[src/rtl/adder4_sched_if.sv]
// Bus bundle for adder4_sched: two requester ports, the response port and the
// shared 4-bit adder datapath. Optional rsp_ovf exists only when
// ADDER4_SCHED_OVF_EN is defined.
interface adder4_sched_if #(
  parameter int unsigned NIBBLES = 4
);
  localparam int unsigned W = 4 * NIBBLES;

  logic         req0_valid;
  logic         req0_ready;
  logic [W-1:0] req0_a;
  logic [W-1:0] req0_b;
  logic         req0_cin;

  logic         req1_valid;
  logic         req1_ready;
  logic [W-1:0] req1_a;
  logic [W-1:0] req1_b;
  logic         req1_cin;

  logic         rsp_valid;
  logic         rsp_ready;
  logic [W-1:0] rsp_sum;
  logic         rsp_cout;
  logic         rsp_id;
`ifdef ADDER4_SCHED_OVF_EN
  logic         rsp_ovf;
`endif

  logic [3:0]   add_a;
  logic [3:0]   add_b;
  logic         add_cin;
  logic [3:0]   add_sum;
  logic         add_cout;

  // Scheduler side
  modport slave (
`ifdef ADDER4_SCHED_OVF_EN
    output rsp_ovf,
`endif
    input  req0_valid, req0_a, req0_b, req0_cin,
    output req0_ready,
    input  req1_valid, req1_a, req1_b, req1_cin,
    output req1_ready,
    output rsp_valid, rsp_sum, rsp_cout, rsp_id,
    input  rsp_ready,
    output add_a, add_b, add_cin,
    input  add_sum, add_cout
  );

  // Requester / consumer / adder side
  modport master (
`ifdef ADDER4_SCHED_OVF_EN
    input  rsp_ovf,
`endif
    output req0_valid, req0_a, req0_b, req0_cin,
    input  req0_ready,
    output req1_valid, req1_a, req1_b, req1_cin,
    input  req1_ready,
    input  rsp_valid, rsp_sum, rsp_cout, rsp_id,
    output rsp_ready,
    input  add_a, add_b, add_cin,
    output add_sum, add_cout
  );
endinterface

[src/rtl/adder4_sched.sv]
// adder4_sched: round-robin arbiter and nibble-serial sequencer sharing one
// external 4-bit adder between two requesters. One operation in flight.
// Define ADDER4_SCHED_OVF_EN to add rsp_ovf (signed overflow of the top nibble).
module adder4_sched #(
  parameter int unsigned NIBBLES = 4
) (
  input logic           clk,
  input logic           rst,
  adder4_sched_if.slave bus
);
  localparam int unsigned IdxW = $clog2(NIBBLES);
  localparam logic [IdxW-1:0] LastIdx = IdxW'(NIBBLES - 1);

  typedef enum logic [1:0] {StIdle, StRun, StDone} state_e;

  state_e                  state_q, state_d;
  logic                    last_q, last_d;   // 1: req1 granted last, req0 wins a tie
  logic                    id_q, id_d;
  logic [IdxW-1:0]         idx_q, idx_d;
  logic                    carry_q, carry_d;
  logic                    cout_q, cout_d;
  logic [NIBBLES-1:0][3:0] a_q, a_d;
  logic [NIBBLES-1:0][3:0] b_q, b_d;
  logic [NIBBLES-1:0][3:0] sum_q, sum_d;
`ifdef ADDER4_SCHED_OVF_EN
  logic                    ovf_q, ovf_d;
`endif

  logic grant0, grant1, accept;

  // Round-robin arbitration and handshake/datapath outputs
  always_comb begin
    grant0 = bus.req0_valid & (~bus.req1_valid | last_q);
    grant1 = bus.req1_valid & (~bus.req0_valid | ~last_q);

    bus.req0_ready = (state_q == StIdle) & ~rst & grant0;
    bus.req1_ready = (state_q == StIdle) & ~rst & grant1;
    accept         = bus.req0_ready | bus.req1_ready;

    bus.add_a   = 4'h0;
    bus.add_b   = 4'h0;
    bus.add_cin = 1'b0;
    if (state_q == StRun && !rst) begin
      bus.add_a   = a_q[idx_q];
      bus.add_b   = b_q[idx_q];
      bus.add_cin = carry_q;
    end

    bus.rsp_valid = (state_q == StDone);
    bus.rsp_sum   = sum_q;
    bus.rsp_cout  = cout_q;
    bus.rsp_id    = id_q;
`ifdef ADDER4_SCHED_OVF_EN
    bus.rsp_ovf   = ovf_q;
`endif
  end

  // Next-state logic for the sequencer FSM and its datapath registers
  always_comb begin
    state_d = state_q;
    last_d  = last_q;
    id_d    = id_q;
    idx_d   = idx_q;
    carry_d = carry_q;
    cout_d  = cout_q;
    a_d     = a_q;
    b_d     = b_q;
    sum_d   = sum_q;
`ifdef ADDER4_SCHED_OVF_EN
    ovf_d   = ovf_q;
`endif
    unique case (state_q)
      StIdle: begin
        if (accept) begin
          a_d     = grant0 ? bus.req0_a   : bus.req1_a;
          b_d     = grant0 ? bus.req0_b   : bus.req1_b;
          carry_d = grant0 ? bus.req0_cin : bus.req1_cin;
          id_d    = ~grant0;
          last_d  = ~grant0;
          idx_d   = '0;
          state_d = StRun;
        end
      end
      StRun: begin
        sum_d[idx_q] = bus.add_sum;
        carry_d      = bus.add_cout;
        if (idx_q == LastIdx) begin
          cout_d  = bus.add_cout;
`ifdef ADDER4_SCHED_OVF_EN
          // carry into bit 3 xor carry out of bit 3
          ovf_d   = bus.add_sum[3] ^ bus.add_a[3] ^ bus.add_b[3] ^ bus.add_cout;
`endif
          state_d = StDone;
        end else begin
          idx_d = idx_q + IdxW'(1);
        end
      end
      StDone: begin
        if (bus.rsp_ready) state_d = StIdle;
      end
      default: state_d = StIdle;
    endcase
  end

  // State register with synchronous reset
  always_ff @(posedge clk) begin
    if (rst) begin
      state_q <= StIdle;
      last_q  <= 1'b1;
      id_q    <= 1'b0;
      idx_q   <= '0;
      carry_q <= 1'b0;
      cout_q  <= 1'b0;
      a_q     <= '0;
      b_q     <= '0;
      sum_q   <= '0;
`ifdef ADDER4_SCHED_OVF_EN
      ovf_q   <= 1'b0;
`endif
    end else begin
      state_q <= state_d;
      last_q  <= last_d;
      id_q    <= id_d;
      idx_q   <= idx_d;
      carry_q <= carry_d;
      cout_q  <= cout_d;
      a_q     <= a_d;
      b_q     <= b_d;
      sum_q   <= sum_d;
`ifdef ADDER4_SCHED_OVF_EN
      ovf_q   <= ovf_d;
`endif
    end
  end
endmodule
[src/flat_wrapper.sv]
// flat-port wrapper written by rule: the top's interface ports become plain ports
module adder4_sched_flat 
#(
  parameter int unsigned NIBBLES = 4
)
  (clk, rst, bus_req0_valid, bus_req0_a, bus_req0_b, bus_req0_cin, bus_req0_ready, bus_req1_valid, bus_req1_a, bus_req1_b, bus_req1_cin, bus_req1_ready, bus_rsp_valid, bus_rsp_sum, bus_rsp_cout, bus_rsp_id, bus_rsp_ready, bus_add_a, bus_add_b, bus_add_cin, bus_add_sum, bus_add_cout);
  adder4_sched_if #(.NIBBLES(NIBBLES)) bus_i ();
  input logic clk;
  input logic rst;
  input wire logic [$bits(bus_i.req0_valid)-1:0] bus_req0_valid;
  input wire logic [$bits(bus_i.req0_a)-1:0] bus_req0_a;
  input wire logic [$bits(bus_i.req0_b)-1:0] bus_req0_b;
  input wire logic [$bits(bus_i.req0_cin)-1:0] bus_req0_cin;
  output wire logic [$bits(bus_i.req0_ready)-1:0] bus_req0_ready;
  input wire logic [$bits(bus_i.req1_valid)-1:0] bus_req1_valid;
  input wire logic [$bits(bus_i.req1_a)-1:0] bus_req1_a;
  input wire logic [$bits(bus_i.req1_b)-1:0] bus_req1_b;
  input wire logic [$bits(bus_i.req1_cin)-1:0] bus_req1_cin;
  output wire logic [$bits(bus_i.req1_ready)-1:0] bus_req1_ready;
  output wire logic [$bits(bus_i.rsp_valid)-1:0] bus_rsp_valid;
  output wire logic [$bits(bus_i.rsp_sum)-1:0] bus_rsp_sum;
  output wire logic [$bits(bus_i.rsp_cout)-1:0] bus_rsp_cout;
  output wire logic [$bits(bus_i.rsp_id)-1:0] bus_rsp_id;
  input wire logic [$bits(bus_i.rsp_ready)-1:0] bus_rsp_ready;
  output wire logic [$bits(bus_i.add_a)-1:0] bus_add_a;
  output wire logic [$bits(bus_i.add_b)-1:0] bus_add_b;
  output wire logic [$bits(bus_i.add_cin)-1:0] bus_add_cin;
  input wire logic [$bits(bus_i.add_sum)-1:0] bus_add_sum;
  input wire logic [$bits(bus_i.add_cout)-1:0] bus_add_cout;
  assign bus_i.req0_valid = bus_req0_valid;
  assign bus_i.req0_a = bus_req0_a;
  assign bus_i.req0_b = bus_req0_b;
  assign bus_i.req0_cin = bus_req0_cin;
  assign bus_req0_ready = bus_i.req0_ready;
  assign bus_i.req1_valid = bus_req1_valid;
  assign bus_i.req1_a = bus_req1_a;
  assign bus_i.req1_b = bus_req1_b;
  assign bus_i.req1_cin = bus_req1_cin;
  assign bus_req1_ready = bus_i.req1_ready;
  assign bus_rsp_valid = bus_i.rsp_valid;
  assign bus_rsp_sum = bus_i.rsp_sum;
  assign bus_rsp_cout = bus_i.rsp_cout;
  assign bus_rsp_id = bus_i.rsp_id;
  assign bus_i.rsp_ready = bus_rsp_ready;
  assign bus_add_a = bus_i.add_a;
  assign bus_add_b = bus_i.add_b;
  assign bus_add_cin = bus_i.add_cin;
  assign bus_i.add_sum = bus_add_sum;
  assign bus_i.add_cout = bus_add_cout;
  adder4_sched #(.NIBBLES(NIBBLES)) u_core (.clk(clk), .rst(rst), .bus(bus_i));
endmodule
[config.mk]
export PLATFORM = sky130hd
export DESIGN_NAME = adder4_sched_flat
export DESIGN_NICKNAME = d
export VERILOG_FILES = /design/src/rtl/adder4_sched_if.sv /design/src/rtl/adder4_sched.sv /design/src/flat_wrapper.sv
export SDC_FILE = /design/constraint.sdc
export NUM_CORES = 1
export LEC_CHECK = 0
export ABC_CLOCK_PERIOD_IN_PS = 1900
export CORE_MARGIN = 10
export CORE_UTILIZATION = 43
export CTS_CLUSTER_DIAMETER = 80
export DETAILED_ROUTE_END_ITERATION = 7
export PLACE_DENSITY = 0.8
export SLEW_MARGIN = 20
export SYNTH_ARGS = -nofsm -noshare
export SYNTH_HDL_FRONTEND = slang
export SYNTH_SLANG_ARGS = --single-unit
[constraint.sdc]
create_clock -name clk -period 1.9 [get_ports clk]
set_clock_uncertainty 0.15 [all_clocks]
set_input_delay 0.19 -clock clk [delete_from_list [all_inputs] [get_ports clk]]
set_output_delay 0.19 -clock clk [all_outputs]
set_load 0.005 [all_outputs]
Yosys cells after proc, flatten, opt, wreduce, memory -nomap -nowiden
Index checks and enable logic that the tools add are counted.
W data, S select, Z words.
{ "totals": {"out_inout_bits": 30, "inputBits": 76, "latch_bits": 0, "wordCells": 73, "mem_count": 0, "mem_bits_ro": 0, "ram_bits": 0, "regBits": 56} }
{ "op_classes": {"n_lt_le_gt_ge": 2, "add_sub_neg": 1, "reduce_logical": 10, "n_eq_ne": 7, "mul": 0, "n_div": 0, "bitwise_logic": 13, "shifts": 0, "muxes": 22} }
{ "ops": {"columns": ["cell", "count"], "rows": [
  ["$mux W16", 2],
  ["$mux W4", 5],
  ["$bmux W4 S2", 2],
  ["$bwmux W16", 1],
  ["$mux W2", 5],
  ["$demux W4 S2", 1],
  ["$pmux W2 S3", 1],
  ["$reduce_and A2 Y1", 3],
  ["$reduce_and A3 Y1", 2],
  ["$and A1 B1 Y1", 5],
  ["$not A1 Y1", 5],
  ["$eq A2 B2 Y1 const B", 2],
  ["$ne A2 B1 Y1 const B", 2],
  ["$ne A2 B2 Y1 const B", 2],
  ["$pmux W2 S2", 1],
  ["$lt A2 B3 Y1 const B", 1],
  ["$mux W1", 3],
  ["$or A1 B1 Y1", 3],
  ["$add A2 B1 Y2 const B", 1],
  ["$eq A2 B1 Y1 const B", 1],
  ["$ge A2 B1 Y1 const B", 1],
  ["$logic_and A1 B1 Y1", 2],
  ["$logic_not A2 Y1", 1],
  ["$pmux W1 S2", 1],
  ["2 further kinds", 2]
]} }

Logic depth before layout (Yosys ltp)
{ "depth": {"word_depth": 7, "ltp_mapped": 6, "ltp_nobuf": 5} }

Worst setup path after synthesis
Ideal clock, no wire load.
{ "synth_timing": {"path_type": "flip-flop to output port", "from": "register u_core.idx_q[0]", "to": "output port bus_add_a[0]", "slack_ns": 0.217, "t_required_ns": 1.560, "path_buffers": 1, "t_arrival_ns": 1.343, "stages_incl_launch_ff": 4, "cell_sequence": "dfxtp_1 buf_2 mux4_2 and3_1"} }
{ "synth_via": {"elab_chain_cells": 3} }
{ "synth_lines": {"columns": ["element", "line_no", "rtl"], "rows": [
  ["start, declared", "adder4_sched.sv:19", "logic [IdxW-1:0] idx_q, idx_d;"],
  ["start signal, assigned", "adder4_sched.sv:124", "idx_q <= idx_d;"],
  ["$bmux W4 S2", "adder4_sched.sv:44", "bus.add_a = a_q[idx_q];"],
  ["$mux W4 (not written as such)", "adder4_sched.sv:44", null],
  ["$mux W4", "adder4_sched.sv:43", "if (state_q == StRun && !rst) begin"],
  ["end, declared", "flat_wrapper.sv:25", "output wire logic [$bits(bus_i.add_a)-1:0] bus_add_a;"]
]} }
Every way passes these cells. The select of a mux whose other input is x is not followed.

Worst setup path after layout
{ "layout_timing": {"from": "register u_core.idx_q[0]", "to": "output port bus_add_a[3]"} }
Same word-level chain as after synthesis.

==> run summary <==
status = finished with violations
failing checks = setup timing
f_max = 0.500 GHz
worst vdd ir = 395 uV
Total Power = 2.60 mW
hold path startpoint = bus_req1_b[9]
hold depth = 3
WL/cell = 15.4 um
vias in the first global route = 2856
CTS tree = yes
cell with the most instances after synthesis = nand2_1
worst-skew pair later-pin latency = 0.30 ns
period utilization = 1.05
total gr overflow = 0
Max Slew Vio Count = 0
1st-iter DRT viols = 111
remaining antenna violation count = 0
core area = 5890 um^2
via count = 2742
TritonCTS buffer count = 5
Die W = 97.7 um
DRT Wirelength = 8070 um
routability cong. = 0.783
Synth cell types = 28
max cap viols = 0
H-tree depth = 2
Final Hold Fails = 0
Startpoint Class = flip-flop
yosys warns = 0
worst-path fanout max = 5
global-route wire length before repair = 13200 um
Leakage Power = 1.64 nW
cell taking the most area after synthesis = dfxtp_1
CP Data Arrival Time = 1.66 ns
Post-Syn Nets = 405
share of cells above drive strength 1 = 0.160
Starting Density = 0.441
DP HPWL = 6190 um
min Tclk post-route = 2.00 ns
Nets = 529
Avg Cell Area, Syn = 7.99 um^2
num ports = 106
setup violators final = 5
register bit total from synthesis = 56
Setup WS post-layout = -0.0991 ns
Main synth FF type = dfxtp_1
Pwr Density = 631 nW/um^2
Max Root-Sink Buffers = 2
WP data required = 1.56 ns
ranking of synthesized cells by area = dfxtp_1 43%, nand2_1 13%, a31oi_1 7.7%
Syn Inst Count = 325
RR Endpoint = u_core.bus.rsp_sum[15]
Overall Global Routing Usage = 0.161
Slew @ Worst Pin = 0.452 ns
pin count of the biggest net entering global routing = 33
RSZ-0062 raised after global routing = true
IO Port Bufs = 105
max_slew headroom = 0.698
drt drc = 0
Final Cell Area = 4120 um^2
clock slew at reported path FFs = 0.09 ns
end of the worst hold path = u_core.b_q[9]
kind of critical path = flip-flop to output port
Worst R2R Path Depth = 8
Pre-antenna DRT Iters = 4
root buf cell = clkbuf_8
ANT cells = 0
placed inst area = 3920 um^2
chip height = 97.7 um
Synth async-reset ratio = 0
share of the synthesized area in the top cell type = 0.432
die area = 9550 um^2
RR Startpoint = u_core.idx_q[0]
initial antenna violation count = 0
row count = 28
most frequent cells after synthesis = 92 x nand2_1, 56 x dfxtp_1, 33 x o21ai_0, 32 x a31oi_1, 20 x a21oi_1
Synth-to-Final Area Change = 58.6%
Hold WC Path Type = input pin to flip-flop
number of synthesized flops with an enable pin = 0
DR vias/cell = 5.22
Post-Syn Area = 2600 um^2
CTS sink cnt = 56
Worst R2R Setup Slack = 0.14 ns
CP Capture Type = output port
Seq/Total Area, Yosys = 0.432
[placed cells by master (no fill, tap or decap), drive strengths merged]
cell type      synthesis  routed
a21oi                 20      20
a2bb2oi                1       1
a31o                   1       1
a31oi                 32      32
and2                   1       1
and3                   9       9
buf                   16      47
clkbuf                11       8
clkdlybuf4s50          0      94
dfxtp                 56      56
dlygate4sd2            0       2
dlymetal6s2s           0       1
ha                     4       4
inv                    4       4
mux4                   8       8
nand2                 92      92
nand2b                 3       3
nand3                 18      18
nand4b                 1       1
nor2                   7       7
nor2b                  2       2
nor3                   1       1
nor4                   2       2
o2111ai                1       1
o211ai                 1       1
o21ai                 34      34
[kinds of logic (layout without fill, tap and decap cells)]
family / count (synthesis) / count (layout) / synth area share
simple gates: 136 / 136 / 0.230
flops: 56 / 56 / 0.432
fa+ha+maj: 4 / 4 / 0.0193
mux: 8 / 8 / 0.0694
buf+inv: 31 / 156 / 0.0554
compound gates: 90 / 90 / 0.194
[registers in the layout, indices dropped and copies added, names as in the netlist]
register	flops
u_core.a_q	16
u_core.b_q	16
u_core.bus.rsp_cout	1
u_core.bus.rsp_id	1
u_core.bus.rsp_sum	16
u_core.carry_q	1
u_core.idx_q	2
u_core.last_q	1
u_core.state_q	2
[layout make-up]
class	instances	area [um^2]
Fill cell	488	1770
Timing Repair Buffer	144	1430
Multi-Input combinational cell	238	1360
Clock buffer	8	90.1
Sequential cell	56	1130
Inverter	4	15.0
Tap cell	75	93.8
[routing by layer]
metal,vias to the layer above,track usage,wire [um]
li1,1386,-,-
met1,1276,0.175,3340
met2,78,0.295,4100
met3,2,0.0576,594
met4,0,0.0235,29
met5,-,0,0
[stage by stage]
step | setup TNS (ns) | setup slack [ns] | utilization | hold slack, ns | instances
after detailed placement | -1.05 | -0.0891 | 0.666 | 0.297 | 509
after floorplan | 0 | 0.217 | - | 0.176 | 325
after global placement | -0.531 | -0.0714 | 0.666 | 0.292 | 509
after CTS | -0.655 | -0.0997 | 0.702 | 0.291 | 526
after global routing | -0.644 | -0.137 | 0.699 | 0.299 | 525
final | -0.353 | -0.0991 | 0.699 | 0.295 | 525
[where the power goes]
part	leakage, nW	total (mW)	switching [mW]	internal (mW)
logic	1.13	0.645	0.264	0.381
clock network	0.0455	0.658	0.360	0.298
registers	0.460	1.29	0.0413	1.25
[worst max-delay path by stage]
stage                     cells past startpoint            to             from
after floorplan                               3  bus_add_a[0]  u_core.idx_q[0]
after global placement                        4  bus_add_a[3]  u_core.idx_q[0]
after detailed placement                      4  bus_add_b[3]  u_core.idx_q[0]
after CTS                                     5  bus_add_b[3]  u_core.idx_q[0]
after global routing                          5  bus_add_a[3]  u_core.idx_q[0]
final                                         5  bus_add_a[3]  u_core.idx_q[0]
[timing repair]
action,4_1_cts,5_1_grt
endpoints found under the setup margin,11,10
setup buffers,8,0
cloned,1,0
resized for setup,48,4
pin swaps,8,0
hold buffers,0,0
[worst max-delay path: stages (launching register included)]
cell,delay [ns]
dfxtp_4,0.38
buf_12,0.12
buf_6,0.09
mux4_2,0.49
and3_4,0.17
buf_6,0.11
Power figures use the tool's default switching activity.
